$ cat config.mk
export PLATFORM = sky130hd
export DESIGN_NAME = branch_target_predictor
export DESIGN_NICKNAME = d
export VERILOG_FILES = /design/src/rtl/branch_target_predictor.sv
export SDC_FILE = /design/constraint.sdc
export NUM_CORES = 2
export LEC_CHECK = 0
export CORE_MARGIN = 8
export CORE_UTILIZATION = 50
export DETAILED_ROUTE_END_ITERATION = 10
export PLACE_DENSITY = 0.68
export SETUP_SLACK_MARGIN = 0.4
export SLEW_MARGIN = 0
export SYNTH_ARGS = -nofsm -noshare
export SYNTH_HDL_FRONTEND = slang
export SYNTH_SLANG_ARGS = --single-unit
$ cat constraint.sdc
create_clock -name clk -period 6.5 [get_ports clk]
set_input_delay 1.625 -clock clk [delete_from_list [all_inputs] [get_ports clk]]
set_output_delay 1.625 -clock clk [all_outputs]
set_load 0.02 [all_outputs]
$ cat src/rtl/branch_target_predictor.sv
// Direct-mapped branch target buffer with saturating direction counters,
// trained by EX-stage resolved outcomes, plus lookup/hit/mispredict statistics.
module branch_target_predictor #(
  parameter int ADDR_WIDTH = 32,
  parameter int ENTRIES    = 16,
  parameter int CNT_WIDTH  = 2,
  parameter int STAT_WIDTH = 32
) (
  input  logic                  clk,
  input  logic                  rst_n,
  input  logic [ADDR_WIDTH-1:0] lookup_pc_i,
  input  logic                  lookup_en_i,
  output logic                  pred_taken_o,
  output logic [ADDR_WIDTH-1:0] pred_target_o,
  input  logic                  upd_valid_i,
  input  logic [ADDR_WIDTH-1:0] upd_pc_i,
  input  logic                  upd_is_jump_i,
  input  logic                  upd_taken_i,
  input  logic [ADDR_WIDTH-1:0] upd_target_i,
  input  logic                  upd_mispredict_i,
  output logic [STAT_WIDTH-1:0] stat_lookups_o,
  output logic [STAT_WIDTH-1:0] stat_hits_o,
  output logic [STAT_WIDTH-1:0] stat_mispred_o
);

  localparam int IDX_W = $clog2(ENTRIES);
  localparam int TAG_W = ADDR_WIDTH - IDX_W - 2;
  localparam logic [CNT_WIDTH-1:0] CNT_MAX  = '1;
  localparam logic [CNT_WIDTH-1:0] CNT_WEAK = CNT_WIDTH'(1) << (CNT_WIDTH - 1);

  logic                  valid_q  [ENTRIES];
  logic [TAG_W-1:0]      tag_q    [ENTRIES];
  logic [ADDR_WIDTH-1:0] target_q [ENTRIES];
  logic [CNT_WIDTH-1:0]  cnt_q    [ENTRIES];

  logic [IDX_W-1:0]     lk_idx;
  logic [TAG_W-1:0]     lk_tag;
  logic                 lk_hit;
  logic [IDX_W-1:0]     up_idx;
  logic [TAG_W-1:0]     up_tag;
  logic                 up_hit;
  logic                 up_taken;
  logic                 up_we;
  logic [CNT_WIDTH-1:0] up_cnt_cur;
  logic [CNT_WIDTH-1:0] up_cnt_nx;

  // Byte-offset bits of the PCs never select or tag an entry.
  logic unused_pc_bits;
  assign unused_pc_bits = ^{lookup_pc_i[1:0], upd_pc_i[1:0]};

  // Prediction is gated by rst_n so outputs are already 0 in the reset cycle.
  always_comb begin
    lk_idx        = lookup_pc_i[IDX_W+1:2];
    lk_tag        = lookup_pc_i[ADDR_WIDTH-1:IDX_W+2];
    lk_hit        = valid_q[lk_idx] && (tag_q[lk_idx] == lk_tag);
    pred_taken_o  = rst_n && lk_hit && cnt_q[lk_idx][CNT_WIDTH-1];
    pred_target_o = pred_taken_o ? target_q[lk_idx] : '0;
  end

  always_comb begin
    up_idx     = upd_pc_i[IDX_W+1:2];
    up_tag     = upd_pc_i[ADDR_WIDTH-1:IDX_W+2];
    up_hit     = valid_q[up_idx] && (tag_q[up_idx] == up_tag);
    up_taken   = upd_taken_i || upd_is_jump_i;
    up_cnt_cur = cnt_q[up_idx];
    up_cnt_nx  = up_cnt_cur;
    if (upd_is_jump_i) begin
      up_cnt_nx = CNT_MAX;
    end else if (upd_taken_i) begin
      if (!up_hit)
        up_cnt_nx = CNT_WEAK;
      else if (up_cnt_cur != CNT_MAX)
        up_cnt_nx = up_cnt_cur + CNT_WIDTH'(1);
    end else if (up_cnt_cur != '0) begin
      up_cnt_nx = up_cnt_cur - CNT_WIDTH'(1);
    end
    // Not-taken misses leave the table alone; everything else writes the entry.
    up_we = upd_valid_i && (up_hit || up_taken);
  end

  always_ff @(posedge clk) begin
    if (!rst_n) begin
      for (int unsigned i = 0; i < ENTRIES; i++) begin
        valid_q[i]  <= 1'b0;
        tag_q[i]    <= '0;
        target_q[i] <= '0;
        cnt_q[i]    <= '0;
      end
      stat_lookups_o <= '0;
      stat_hits_o    <= '0;
      stat_mispred_o <= '0;
    end else begin
      if (up_we) begin
        valid_q[up_idx] <= 1'b1;
        tag_q[up_idx]   <= up_tag;
        cnt_q[up_idx]   <= up_cnt_nx;
        if (up_taken)
          target_q[up_idx] <= upd_target_i;
      end
      if (lookup_en_i)
        stat_lookups_o <= stat_lookups_o + STAT_WIDTH'(1);
      if (lookup_en_i && pred_taken_o)
        stat_hits_o <= stat_hits_o + STAT_WIDTH'(1);
      if (upd_valid_i && upd_mispredict_i)
        stat_mispred_o <= stat_mispred_o + STAT_WIDTH'(1);
    end
  end

endmodule
==> results list <==
- Outcome: finished with violations
- The final reports fail on setup timing.
* Antenna violations before repair: 9
- The detailed router placed 35,000 vias in this run.
* Largest delay share family, worst path: simple AND/OR/NAND/NOR gates
* Worst Setup Path Type: in -> out
* CP peak stage delay: roughly 0.63 ns
- The die is 342 um wide.
* Most area-hungry cell type in the Yosys netlist: sky130_fd_sc_hd__edfxtp_1
* Buffers on Ports: about 230
* Worst-Margin Slew: 1.31 ns
- CTS saw 1,072 sinks.
- Setup slack at placement: -0.656 ns
- Syn Std Cell Area: 0.0531 sq mm
* Crit path arrival time: 5.00 ns
- The final layout contains routed wiring with a total length of 167,000 um.
- TritonCTS built the clock tree.
- The detailed router finished its first iteration with 4,414 violations.
* HP Class: reg -> reg
- For this run, the top clock speed supported by timing is 151 MHz.
- Ranked by total cell area, the synthesized netlist is headed by sky130_fd_sc_hd__edfxtp_1 54%, sky130_fd_sc_hd__mux4_2 15%, sky130_fd_sc_hd__and2_1 6.6%.
* Fin crit period: 6.62 ns
* CTS H-tree lvls: 3
* Max Root-Sink Buffers: 3
* Top routing layer in use: met5
- For this design the static power due to leakage is 21.8 nW.
* Mapped Avg Cell Area: roughly 14 sq um
- Filler Cells Inserted: 8,048
- Post-synth top flop: sky130_fd_sc_hd__edfxtp_1
- In the routed design, unresolved DRC markers number 0.
* Total length of routed met3 wires: 16,300 um
* Worst relative slew slack: 12.4%
* First-pass GRT wire length: 239,000 um
- The final-report hold violation count came to 0.
- RSZ-0062 raised after global routing: yes
- In the post-route analysis, the smallest setup slack over all paths is -0.122 ns.
- When the netlist entered floorplanning its net count stood at a little under 4,000.
- STA classifies the critical path startpoint as a primary input.
* Clock slew at the register clock pins of the worst setup and hold paths: 0.06 ns
- The final max-slew violation count was 0.
- 232 I/O pins were placed.
- The slowest stage of the critical path is the sky130_fd_sc_hd__or4_4 cell.
- Number of maximum-capacitance violations: 0
- Final setup violation count: 33
* Post-synth EDFFs: 960
- Net total in the final layout: 4,195
- Largest driver fanout on the critical path: 8
* Routability Congestion: 0.937
- Most frequent cells after synthesis: 960 x sky130_fd_sc_hd__edfxtp_1, 558 x sky130_fd_sc_hd__and2_1, 343 x sky130_fd_sc_hd__mux4_2
* Flip-flop and latch count after synthesis: between 1,000 and 1,500
* Floorplan row count: 119
* Storage cell area: between 0.03 and 0.04 sq mm
- The top cell type by area accounts for roughly 54% of the synthesized area.
- Clk Tree Root Cell: sky130_fd_sc_hd__clkbuf_16
* Initial core utilization: 50.4%
- The floorplan step defined a die boundary enclosing approximately 0.12 sq mm.
- Ratio of routed vias to standard cells: 6.27
- Highest ir drop seen on vdd: 0.335 mV
- Detail Route met2 WL: between 70,000 and 80,000 um
* Area of the core: 0.105 sq mm
* Kind of end point of the critical path: primary output
* Maximum clock skew at final layout: 0.0429 ns
- Cell with the most instances after synthesis: sky130_fd_sc_hd__edfxtp_1
- Drt pass-1 iters: 5
- The via count of the first global-routing pass is 34,800.
- Count of nets left with antenna violations after detail routing: 0
- Final worst path period share: 102%
- Adding up every negative setup slack in the final design gives -2.10 ns.
- Compared with the post-synthesis result, the final layout area differs by 18.5%.
- Area of combinational cells with multiple inputs: 0.0211 sq mm
* Die Height: 342 um
- Synth unique cells: 75
* Proportion of synthesized flip-flops having asynchronous set or reset: 0%
- The cell that appears most often on the critical path is sky130_fd_sc_hd__buf_12.
* All-layer global routing usage: 27.8%
* Sequential area share after synthesis: between 50% and 60%
- Entering global routing, the biggest net connects 94 pins.
* M1 wire length: 62,400 um
* Number of warning messages in the yosys log: 0
- Remaining Overflow, GRT: 0
- Clock latency on the worst-skew pair, taken at its later pin, is 0.73 ns.
- Detailed placement ended at an HPWL of 103,000 um.
- STA puts the critical path data required time at around 4.9 ns.
- List of cells traversed by the critical path: buf_16, buf_12, buf_12, mux4_2, xnor2_2, buf_4, nor3_2, a311oi_2, o2111ai_1, or4_4, or4_4, clkinv_8, buf_12, buf_16, buf_12, buf_12, buf_12
- Dividing total power by cell area gives a power density of 258 mW/mm^2.
- The number of clock buffers added by TritonCTS is 113.
* Number of buffers and inverters on the critical path: 10
- After detailed routing, the average wire length per cell comes to 29.8 um.
- Synthesis produced a netlist whose cell count is 3,789.
- Fraction of layout instances using a drive strength above 1: 23.7%
sequential cells by signal, summed over array words and instances, names as in the netlist:
name	flops
stat_lookups_o	32
valid_q	16
cnt_q	32
tag_q	416
stat_mispred_o	32
stat_hits_o	32
target_q	512
stage by stage:
stage	hold WS [ns]	cells	cell area [sq um]	total power, W	util [%]
after CTS	0.456	5574	62800	0.0163	59.6
after floorplan	0.432	3789	53200	0.00908	-
after detailed placement	0.447	5340	58600	0.00983	55.6
after global routing	0.475	5579	62900	0.0166	59.8
after global placement	0.444	5340	58600	0.00980	55.6
final	0.460	5582	62900	0.0162	59.8
logic make-up after synthesis:
group | count (synthesis) | synth area share, %
AOI/OAI and AO/OA | 263 | 3.20
xor gates and xnor gates | 123 | 2.03
adders and majority gates | 3 | 0.0707
buffers and inverters | 349 | 3.06
DFF | 1072 | 58.5
muxes | 498 | 17.7
and+or+nand+nor | 1481 | 15.4
path summary, 6_finish.rpt:
kind              slack [ns]  depth (start not counted)            to           start
hold / removal          0.46                          2    valid_q[6]      valid_q[6]
hold reg to reg         0.46                          2    valid_q[6]      valid_q[6]
setup reg to reg        2.44                         11  tag_q[15][4]     tag_q[0][6]
setup / recovery       -0.12                         17  pred_taken_o  lookup_pc_i[2]
routing by layer:
layer	track usage [%]	up-vias
met5	0	-
met4	12.4	2
met3	5.38	431
met2	45.1	2095
met1	36.4	17800
li1	-	14700
layout by cell type (no fill, tap or decap), types with 14 or more instances in the layout:
cell / netlist / final
sky130_fd_sc_hd__edfxtp_1: 960 / 960
sky130_fd_sc_hd__and2_1: 558 / 528
sky130_fd_sc_hd__mux4_2: 343 / 344
sky130_fd_sc_hd__nor2b_1: 285 / 285
sky130_fd_sc_hd__nor2_1: 296 / 280
sky130_fd_sc_hd__buf_4: 19 / 234
sky130_fd_sc_hd__clkdlybuf4s50_1: 0 / 185
sky130_fd_sc_hd__nand2_1: 140 / 124
sky130_fd_sc_hd__mux2i_1: 123 / 120
sky130_fd_sc_hd__clkbuf_16: 0 / 115
sky130_fd_sc_hd__dfxtp_1: 112 / 112
sky130_fd_sc_hd__xor2_1: 61 / 60
sky130_fd_sc_hd__xnor2_1: 62 / 56
sky130_fd_sc_hd__a21oi_1: 72 / 56
sky130_fd_sc_hd__buf_12: 3 / 49
sky130_fd_sc_hd__nand3_1: 44 / 44
sky130_fd_sc_hd__o21ai_0: 61 / 44
sky130_fd_sc_hd__nand4_1: 33 / 33
sky130_fd_sc_hd__clkinv_1: 7 / 30
sky130_fd_sc_hd__buf_6: 20 / 29
sky130_fd_sc_hd__or3_1: 28 / 28
sky130_fd_sc_hd__clkinv_2: 0 / 26
sky130_fd_sc_hd__mux2_2: 26 / 26
sky130_fd_sc_hd__clkbuf_1: 227 / 21
sky130_fd_sc_hd__and3_1: 20 / 20
sky130_fd_sc_hd__a22oi_1: 18 / 18
sky130_fd_sc_hd__nor3_1: 18 / 17
sky130_fd_sc_hd__o22ai_1: 18 / 16
sky130_fd_sc_hd__and2_4: 0 / 16
sky130_fd_sc_hd__nor2_4: 0 / 16
sky130_fd_sc_hd__a21oi_4: 0 / 16
sky130_fd_sc_hd__nand2_2: 0 / 16
sky130_fd_sc_hd__o21ai_4: 0 / 16
sky130_fd_sc_hd__inv_1: 16 / 15
sky130_fd_sc_hd__and2_2: 0 / 14
worst register-to-register path: stages, from the launching register on:
cell                       delay [ns]
sky130_fd_sc_hd__edfxtp_1        0.43
sky130_fd_sc_hd__mux4_2          0.47
sky130_fd_sc_hd__mux2i_1         0.17
sky130_fd_sc_hd__xor2_1          0.31
sky130_fd_sc_hd__nand4_1         0.30
sky130_fd_sc_hd__nor4_1          0.65
sky130_fd_sc_hd__o21bai_1        0.19
sky130_fd_sc_hd__nor4_4          0.34
sky130_fd_sc_hd__buf_12          0.26
sky130_fd_sc_hd__a21oi_4         0.21
sky130_fd_sc_hd__nand2_2         0.15
sky130_fd_sc_hd__buf_12          0.24
repair_timing:
item / CTS / global route
resized for setup: 235 / 16
hold buffers: 0 / 0
endpoints found under the setup margin: 33 / 33
cloned: 4 / 1
buffers inserted: 17 / 3
pin swaps: 10 / 6
cell type report:
| class | count | share of cell area [%] |
|---|---|---|
| Tap cell | 1391 | 2.77 |
| Inverter | 25 | 0.171 |
| Antenna cell | 4 | 0.0159 |
| Clock buffer | 144 | 4.84 |
| Multi-Input combinational cell | 2368 | 33.6 |
| Timing Repair Buffer | 509 | 8.21 |
| Sequential cell | 1072 | 49.4 |
| Clock inverter | 69 | 1.04 |
power by group:
part / switching, W / internal (W) / total, W
Sequential: 0.000143 / 0.00784 / 0.00799
Clock: 0.00279 / 0.00367 / 0.00647
Combinational: 0.000981 / 0.000792 / 0.00177
Power figures use the tool's default switching activity.
